<file path="src/rtl/wr_engine_mo.sv">
// AXI4 write-benchmark engine: issues strided write bursts with up to MAX_OUTSTANDING
// bursts in flight, counts B errors, and times the run (total or per-burst latency).
module wr_engine_mo #(
   parameter int ADDR_WIDTH      = 33,
   parameter int DATA_WIDTH      = 512,
   parameter int PARAMS_BITS     = 256,
   parameter int ID_WIDTH        = 5,
   parameter int NUM_IDS         = 4,
   parameter int MAX_OUTSTANDING = 16
) (
   input  logic                      clk,
   input  logic                      rst_n,
   input  logic                      start,
   input  logic [PARAMS_BITS-1:0]    lt_params,
   output logic                      end_of_exec,
   output logic [63:0]               lat_timer_sum,
   output logic [31:0]               bresp_err_cnt,
   output logic                      m_axi_AWVALID,
   input  logic                      m_axi_AWREADY,
   output logic [ADDR_WIDTH-1:0]     m_axi_AWADDR,
   output logic [ID_WIDTH-1:0]       m_axi_AWID,
   output logic [7:0]                m_axi_AWLEN,
   output logic [2:0]                m_axi_AWSIZE,
   output logic [1:0]                m_axi_AWBURST,
   output logic                      m_axi_WVALID,
   input  logic                      m_axi_WREADY,
   output logic [DATA_WIDTH-1:0]     m_axi_WDATA,
   output logic [DATA_WIDTH/8-1:0]   m_axi_WSTRB,
   output logic                      m_axi_WLAST,
   input  logic                      m_axi_BVALID,
   input  logic [1:0]                m_axi_BRESP,
   input  logic [ID_WIDTH-1:0]       m_axi_BID,
   output logic                      m_axi_BREADY
);
   localparam int SZ  = $clog2(DATA_WIDTH / 8);
   localparam int OW  = $clog2(MAX_OUTSTANDING + 1);
   localparam int REP = DATA_WIDTH / 64;

   typedef enum logic [2:0] {IDLE, INIT, RUN, DRAIN, DONE} state_t;
   state_t state, state_nxt;

   logic                   start_q;
   logic [PARAMS_BITS-1:0] params_q;
   logic [31:0]            wgs_m1, stride, offset, offset_nxt, beats;
   logic [63:0]            num_ops, aw_cnt, aw_cnt_nxt, w_burst_cnt;
   logic [ADDR_WIDTH-1:0]  init_addr;
   logic                   lat_mode, pat_en;
   logic [7:0]             awlen, awlen_p, beat;
   logic [OW-1:0]          outstanding, out_nxt;
   logic                   aw_hs, w_hs, b_hs, aw_more, active;
   logic                   unused_bits;

   assign unused_bits = ^{params_q[PARAMS_BITS-1:242], params_q[239:ADDR_WIDTH+160], m_axi_BID};

   assign beats = params_q[159:128] >> SZ;
   always_comb begin
      awlen_p = 8'd0;
      if (beats > 32'd256)     awlen_p = 8'd255;
      else if (beats != 32'd0) awlen_p = 8'(beats - 32'd1);
   end

   assign m_axi_AWLEN   = awlen;
   assign m_axi_AWSIZE  = 3'(SZ);
   assign m_axi_AWBURST = 2'b01;
   assign m_axi_WSTRB   = '1;
   assign m_axi_BREADY  = 1'b1;

   // W only for bursts whose AW was already accepted on an earlier edge
   assign m_axi_WVALID = (state == RUN) && (w_burst_cnt < aw_cnt);
   assign m_axi_WLAST  = (beat == awlen);
   assign m_axi_WDATA  = pat_en ? {REP{w_burst_cnt[31:0], 24'd0, beat}} : '0;

   assign aw_hs  = m_axi_AWVALID & m_axi_AWREADY;
   assign w_hs   = m_axi_WVALID & m_axi_WREADY;
   assign b_hs   = m_axi_BVALID & (outstanding != '0);
   assign active = (state == RUN) || (state == DRAIN);

   assign aw_cnt_nxt = aw_cnt + (aw_hs ? 64'd1 : 64'd0);
   assign offset_nxt = offset + (aw_hs ? stride : 32'd0);

   always_comb begin
      out_nxt = outstanding;
      if (aw_hs && !b_hs)      out_nxt = outstanding + OW'(1);
      else if (!aw_hs && b_hs) out_nxt = outstanding - OW'(1);
   end

   assign aw_more = (aw_cnt_nxt < num_ops) && (out_nxt < OW'(MAX_OUTSTANDING)) &&
                    (!lat_mode || out_nxt == '0);

   always_ff @(posedge clk) begin
      if (!rst_n) state <= IDLE;
      else        state <= state_nxt;
   end

   always_comb begin
      state_nxt = state;
      case (state)
         IDLE:    if (start_q) state_nxt = INIT;
         INIT:    state_nxt = (num_ops == 64'd0) ? DONE : RUN;
         RUN:     if (aw_cnt == num_ops && w_burst_cnt == aw_cnt) state_nxt = DRAIN;
         DRAIN:   if (outstanding == '0) state_nxt = DONE;
         DONE:    state_nxt = IDLE;
         default: state_nxt = IDLE;
      endcase
   end

   always_ff @(posedge clk) begin
      if (!rst_n) begin
         start_q       <= 1'b0;
         params_q      <= '0;
         end_of_exec   <= 1'b0;
         lat_timer_sum <= 64'd0;
         bresp_err_cnt <= 32'd0;
         m_axi_AWVALID <= 1'b0;
         m_axi_AWADDR  <= '0;
         m_axi_AWID    <= '0;
         wgs_m1        <= 32'd0;
         stride        <= 32'd0;
         num_ops       <= 64'd0;
         init_addr     <= '0;
         lat_mode      <= 1'b0;
         pat_en        <= 1'b0;
         awlen         <= 8'd0;
         aw_cnt        <= 64'd0;
         w_burst_cnt   <= 64'd0;
         beat          <= 8'd0;
         offset        <= 32'd0;
         outstanding   <= '0;
      end else begin
         start_q     <= start;
         params_q    <= lt_params;
         end_of_exec <= (state == DONE);
         case (state)
            IDLE: if (start_q) begin
               wgs_m1    <= params_q[31:0] - 32'd1;
               stride    <= params_q[63:32];
               num_ops   <= params_q[127:64];
               awlen     <= awlen_p;
               init_addr <= params_q[ADDR_WIDTH+159:160];
               lat_mode  <= params_q[240];
               pat_en    <= params_q[241];
            end
            INIT: begin
               aw_cnt        <= 64'd0;
               w_burst_cnt   <= 64'd0;
               beat          <= 8'd0;
               offset        <= 32'd0;
               outstanding   <= '0;
               lat_timer_sum <= 64'd0;
               bresp_err_cnt <= 32'd0;
               // first request is ready on RUN entry: nothing is in flight yet
               m_axi_AWVALID <= (num_ops != 64'd0);
               m_axi_AWADDR  <= init_addr;
               m_axi_AWID    <= '0;
            end
            default: if (active) begin
               aw_cnt      <= aw_cnt_nxt;
               offset      <= offset_nxt;
               outstanding <= out_nxt;
               // AW fields only move once the current request is taken
               if (!m_axi_AWVALID || aw_hs) begin
                  m_axi_AWVALID <= aw_more;
                  m_axi_AWADDR  <= init_addr + ADDR_WIDTH'(offset_nxt & wgs_m1);
                  m_axi_AWID    <= ID_WIDTH'(aw_cnt_nxt & 64'(NUM_IDS - 1));
               end
               if (w_hs) begin
                  if (m_axi_WLAST) begin
                     beat        <= 8'd0;
                     w_burst_cnt <= w_burst_cnt + 64'd1;
                  end else begin
                     beat <= beat + 8'd1;
                  end
               end
               if (!lat_mode || outstanding != '0)
                  lat_timer_sum <= lat_timer_sum + 64'd1;
               if (b_hs && m_axi_BRESP != 2'b00 && bresp_err_cnt != 32'hFFFF_FFFF)
                  bresp_err_cnt <= bresp_err_cnt + 32'd1;
            end
         endcase
      end
   end
endmodule

</file>
<file path="config.mk">
export PLATFORM = sky130hd
export DESIGN_NAME = wr_engine_mo
export DESIGN_NICKNAME = d
export VERILOG_FILES = /design/src/rtl/wr_engine_mo.sv
export SDC_FILE = /design/constraint.sdc
export NUM_CORES = 2
export LEC_CHECK = 0
export ABC_AREA = 1
export BUFFER_PORTS_ARGS = -buffer_cell sky130_fd_sc_hd__buf_2
export CAP_MARGIN = 20
export CORE_AREA = 2 2 393 395
export DETAILED_ROUTE_END_ITERATION = 7
export DIE_AREA = 0 0 395 397
export PLACE_DENSITY = 0.54
export SYNTH_ARGS = -nofsm -noshare
export SYNTH_HDL_FRONTEND = slang
export SYNTH_SLANG_ARGS = --single-unit
</file>
<file path="constraint.sdc">
create_clock -name clk -period 11.9 [get_ports clk]
set_clock_uncertainty 0.15 [all_clocks]
set_input_delay 2.38 -clock clk [delete_from_list [all_inputs] [get_ports clk]]
set_output_delay 2.38 -clock clk [all_outputs]
set_load 0.05 [all_outputs]
</file>
==> reports/results.tsv <==
metric	value	unit
outcome	finished, final reports clean	
I/O Buffers	659	
Netlist cell types	54	
Max FO, Critical Path	33	
GRT met1 Usage	0.2799	
startpoint-to-endpoint class of the critical path	input pin to register	
Final Net Count	7183	
final period demand of the worst path	6546	ps
number of cells upsized or downsized after cts	0	
Pwr Total	7.267	mW
share of flip-flops with an asynchronous set or reset after synthesis	0	
TritonCTS clock tree	built	
DRC violation count after routing	0	
maximum level of the CTS H-tree	3	
actual slew at the worst max-slew pin	1133	ps
power density cells	151.7	nW/µm²
critical path endpoint	m_axi_AWVALID	
netlist area before placement	42920	µm²
Starting Density	0.2806	
kind of capture point of the worst setup path	register	
reg-to-reg critical path startpoint	m_axi_AWVALID	
routed vias/inst	4.640	
instance count of the mapped netlist	6451	
layout overhead on the synthesized area	11.61	%
post-synthesis sequential element count	670	
maximum number of pins on one net before global-route repair	159	
class of the most critical hold timing path	register to register	
number of hold buffers added after cts	0	
type of origin of the critical path	input pin	
clock buffers created by TritonCTS	82	
die area	156800	µm²
critical path launch point	m_axi_AWREADY	
antenna diode count	0	
setup total negative slack	0	ps
remaining global-route overflow	0	
Clk pin slew, worst setup/hold paths	60	ps
wire length after detailed routing	169600	µm
number of search-and-repair iterations in the first detailed-routing pass	6	
floorplan die width	395	µm
fraction of final layout cells with drive strength greater than 1	0.1329	
wire length of the first global-routing pass	245700	µm
MaxCap Viol Count	0	
P_leak	22.99	nW
Synthesis Warnings	0	
met3 GRT Util	0.02191	
post-CTS repair timing setup buffer count	0	
number of flops mapped to enable cells by yosys	0	
worst reg-to-reg setup slack	6600	ps
routability cong.	0.9601	
post-route ant nets	0	
fin crit share	0.5501	
Max Clk Rate	152.8	MHz
CTS root buffer	sky130_fd_sc_hd__clkbuf_16	
met2 capacity usage during global routing	0.3435	
required time at the endpoint of the critical path	12330	ps
worst ir drop on vdd	0.00009797	V
number of antenna violations at the first check in global routing	6	
worst max-slew margin expressed relative to the limit	0.2447	
area of the core region	153000	µm²
setup violators final	0	
I/O pin count	997	
Die Height	397	µm
number of max-slew violations in the final report	0	
via count of the first global-routing pass	37730	
GRT Util Overall	0.2075	
total via count in the routed design	40940	
capturing point of the worst reg2reg path	m_axi_AWVALID	
post-synthesis sequential area ratio	0.3125	
Cell Rows	144	
number of hold violations in the final report	0	
Max clock buf depth	3	
number of DRC markers in iteration 0	3038	
layer carrying the most global-route usage	met2	
Synth Area per Inst	6.653	µm²
clock net sink count	670	
signal arrival time at the worst endpoint	6970	ps
average wire per cell in the routed design	19.23	µm
unrepaired setup endpoints after global routing	no	
Skew-Pair Late Insertion Delay	690	ps
number of cell instances on the worst register-to-register path	21	
prevailing post-synth register cell	sky130_fd_sc_hd__dfxtp_1	
DPL Wire Length	134300	µm
==> report_power, final <==
group | internal [mW] | switching, mW | total [mW]
clock | 1.61 | 1.08 | 2.69
sequential | 2.43 | 0.192 | 2.62
combinational | 0.445 | 1.51 | 1.96
total | 4.48 | 2.79 | 7.27
==> cell usage after synthesis, drive strengths merged, types with 2 or more instances <==
cell / n / area share
conb: 2 / 0.00017
nand2: 1380 / 0.12
nor4: 32 / 0.0047
ha: 200 / 0.058
xor2: 130 / 0.027
nand3b: 17 / 0.0030
nand3: 325 / 0.039
or2: 27 / 0.0039
nor3: 146 / 0.018
fa: 2 / 0.00093
o221ai: 2 / 0.00041
buf: 594 / 0.10
a31o: 5 / 0.0010
o21ai: 321 / 0.037
nand4: 162 / 0.024
xnor2: 64 / 0.013
clkbuf: 175 / 0.015
a21boi: 2 / 0.00035
o21bai: 14 / 0.0024
o21a: 20 / 0.0035
a21oi: 567 / 0.066
nor2: 645 / 0.058
inv: 842 / 0.074
a21o: 13 / 0.0023
nor3b: 5 / 0.00099
a2bb2oi: 4 / 0.00082
a211oi: 7 / 0.0012
and2: 16 / 0.0023
o22ai: 25 / 0.0036
o211ai: 7 / 0.0012
and3: 11 / 0.0016
dfxtp: 670 / 0.31
a31oi: 14 / 0.0020
==> worst min path at each step <==
stage,end,cells after the start,start
global route,pat_en,2,params_q[241]
detailed placement,pat_en,2,params_q[241]
floorplan,stride[31],2,params_q[63]
global placement,pat_en,2,params_q[241]
finish,pat_en,2,params_q[241]
CTS,init_addr[10],2,params_q[170]
==> per-stage QoR <==
stage	hold slack, ps	std cells	cell area [µm²]	utilization	setup slack [ps]
2_1_floorplan	276.3	6714	43910	-	5986
3_3_place_gp	277.9	8672	45030	0.2944	4825
3_5_place_dp	281.8	8672	45030	0.2944	4814
4_1_cts	288.8	8822	47910	0.3132	5561
5_1_grt	318.1	8822	47910	0.3132	5105
6_report	288.4	8822	47910	0.3132	5354
==> flip-flops by register name (all words and copies together) (netlist names), 32 cells and up <==
register and count:
bresp_err_cnt 32, stride 32, init_addr 33, wgs_m1 32
aw_cnt 64, num_ops 64, offset 32, w_burst_cnt 64
params_q 189, m_axi_AWADDR 33, lat_timer_sum 64
==> cell families after synthesis <==
| family | after synthesis | share of synthesized area |
|---|---|---|
| adder cells (fa/ha/maj) | 202 | 0.05924 |
| AND/OR/NAND/NOR | 2767 | 0.2754 |
| buffers and inverters | 1612 | 0.1897 |
| other | 2 | 0.0001750 |
| AO/OA/AOI/OAI | 1004 | 0.1232 |
| XOR/XNOR | 194 | 0.03976 |
| flip-flops | 670 | 0.3125 |
==> layout by cell type, fill, tap and decap left out, types with 9 or more instances in the layout <==
cell type / synthesis / final
sky130_fd_sc_hd__nand3_1: 320 / 320
sky130_fd_sc_hd__o21bai_1: 14 / 14
sky130_fd_sc_hd__a31oi_1: 14 / 14
sky130_fd_sc_hd__clkbuf_8: 0 / 18
sky130_fd_sc_hd__clkinv_2: 0 / 10
sky130_fd_sc_hd__nand2_1: 1376 / 1372
sky130_fd_sc_hd__a21o_1: 13 / 13
sky130_fd_sc_hd__dfxtp_1: 670 / 669
sky130_fd_sc_hd__nor2_1: 630 / 630
sky130_fd_sc_hd__ha_1: 200 / 200
sky130_fd_sc_hd__o21ai_0: 311 / 311
sky130_fd_sc_hd__and3_1: 11 / 11
sky130_fd_sc_hd__clkbuf_1: 171 / 15
sky130_fd_sc_hd__nand4_1: 162 / 162
sky130_fd_sc_hd__buf_2: 25 / 658
sky130_fd_sc_hd__clkbuf_16: 0 / 84
sky130_fd_sc_hd__inv_1: 831 / 827
sky130_fd_sc_hd__o21ai_1: 10 / 9
sky130_fd_sc_hd__nor3_1: 141 / 141
sky130_fd_sc_hd__conb_1: 2 / 265
sky130_fd_sc_hd__nor4_1: 32 / 32
sky130_fd_sc_hd__nand3b_1: 17 / 17
sky130_fd_sc_hd__nor2_2: 10 / 9
sky130_fd_sc_hd__and2_1: 16 / 16
sky130_fd_sc_hd__xor2_1: 129 / 129
sky130_fd_sc_hd__a21oi_1: 566 / 566
sky130_fd_sc_hd__o21a_1: 20 / 20
sky130_fd_sc_hd__bufinv_16: 0 / 9
sky130_fd_sc_hd__buf_4: 547 / 23
sky130_fd_sc_hd__o22ai_1: 25 / 25
sky130_fd_sc_hd__or2_2: 25 / 25
sky130_fd_sc_hd__xnor2_1: 64 / 64
sky130_fd_sc_hd__inv_2: 11 / 13
==> area by class of cell <==
type	count	area, µm²
Tap cell	2044	2557
Sequential cell	670	13410
Fill cell	16980	105100
Inverter	843	3171
Clock buffer	117	2406
Clock inverter	33	473.0
Timing Repair Buffer	683	3501
Multi-Input combinational cell	4432	22380
==> critical path: stages <==
cell and delay [ps]:
sky130_fd_sc_hd__buf_2 110, sky130_fd_sc_hd__nand2_1 50, sky130_fd_sc_hd__buf_4 270, sky130_fd_sc_hd__inv_1 240, sky130_fd_sc_hd__ha_1 290, sky130_fd_sc_hd__ha_1 230, sky130_fd_sc_hd__nand3_2 160, sky130_fd_sc_hd__inv_2 90
sky130_fd_sc_hd__nand3_2 120, sky130_fd_sc_hd__nor2_1 440, sky130_fd_sc_hd__nand2_1 210, sky130_fd_sc_hd__nor3_1 450, sky130_fd_sc_hd__xor2_1 180, sky130_fd_sc_hd__ha_1 310, sky130_fd_sc_hd__nand2_1 50, sky130_fd_sc_hd__nor2_1 160
sky130_fd_sc_hd__nand4_1 170, sky130_fd_sc_hd__nor4_1 430, sky130_fd_sc_hd__and3_1 320, sky130_fd_sc_hd__nand2_1 120, sky130_fd_sc_hd__nand2_1 80, sky130_fd_sc_hd__a21oi_1 50
==> routing by layer <==
| layer | vias to the layer above | wire length, µm |
|---|---|---|
| met5 | - | 9 |
| met4 | 2 | 5567 |
| met3 | 213 | 8273 |
| met2 | 1277 | 78420 |
| met1 | 19030 | 77380 |
| li1 | 20410 | - |
No activity file was read; power rests on OpenSTA's default activity.
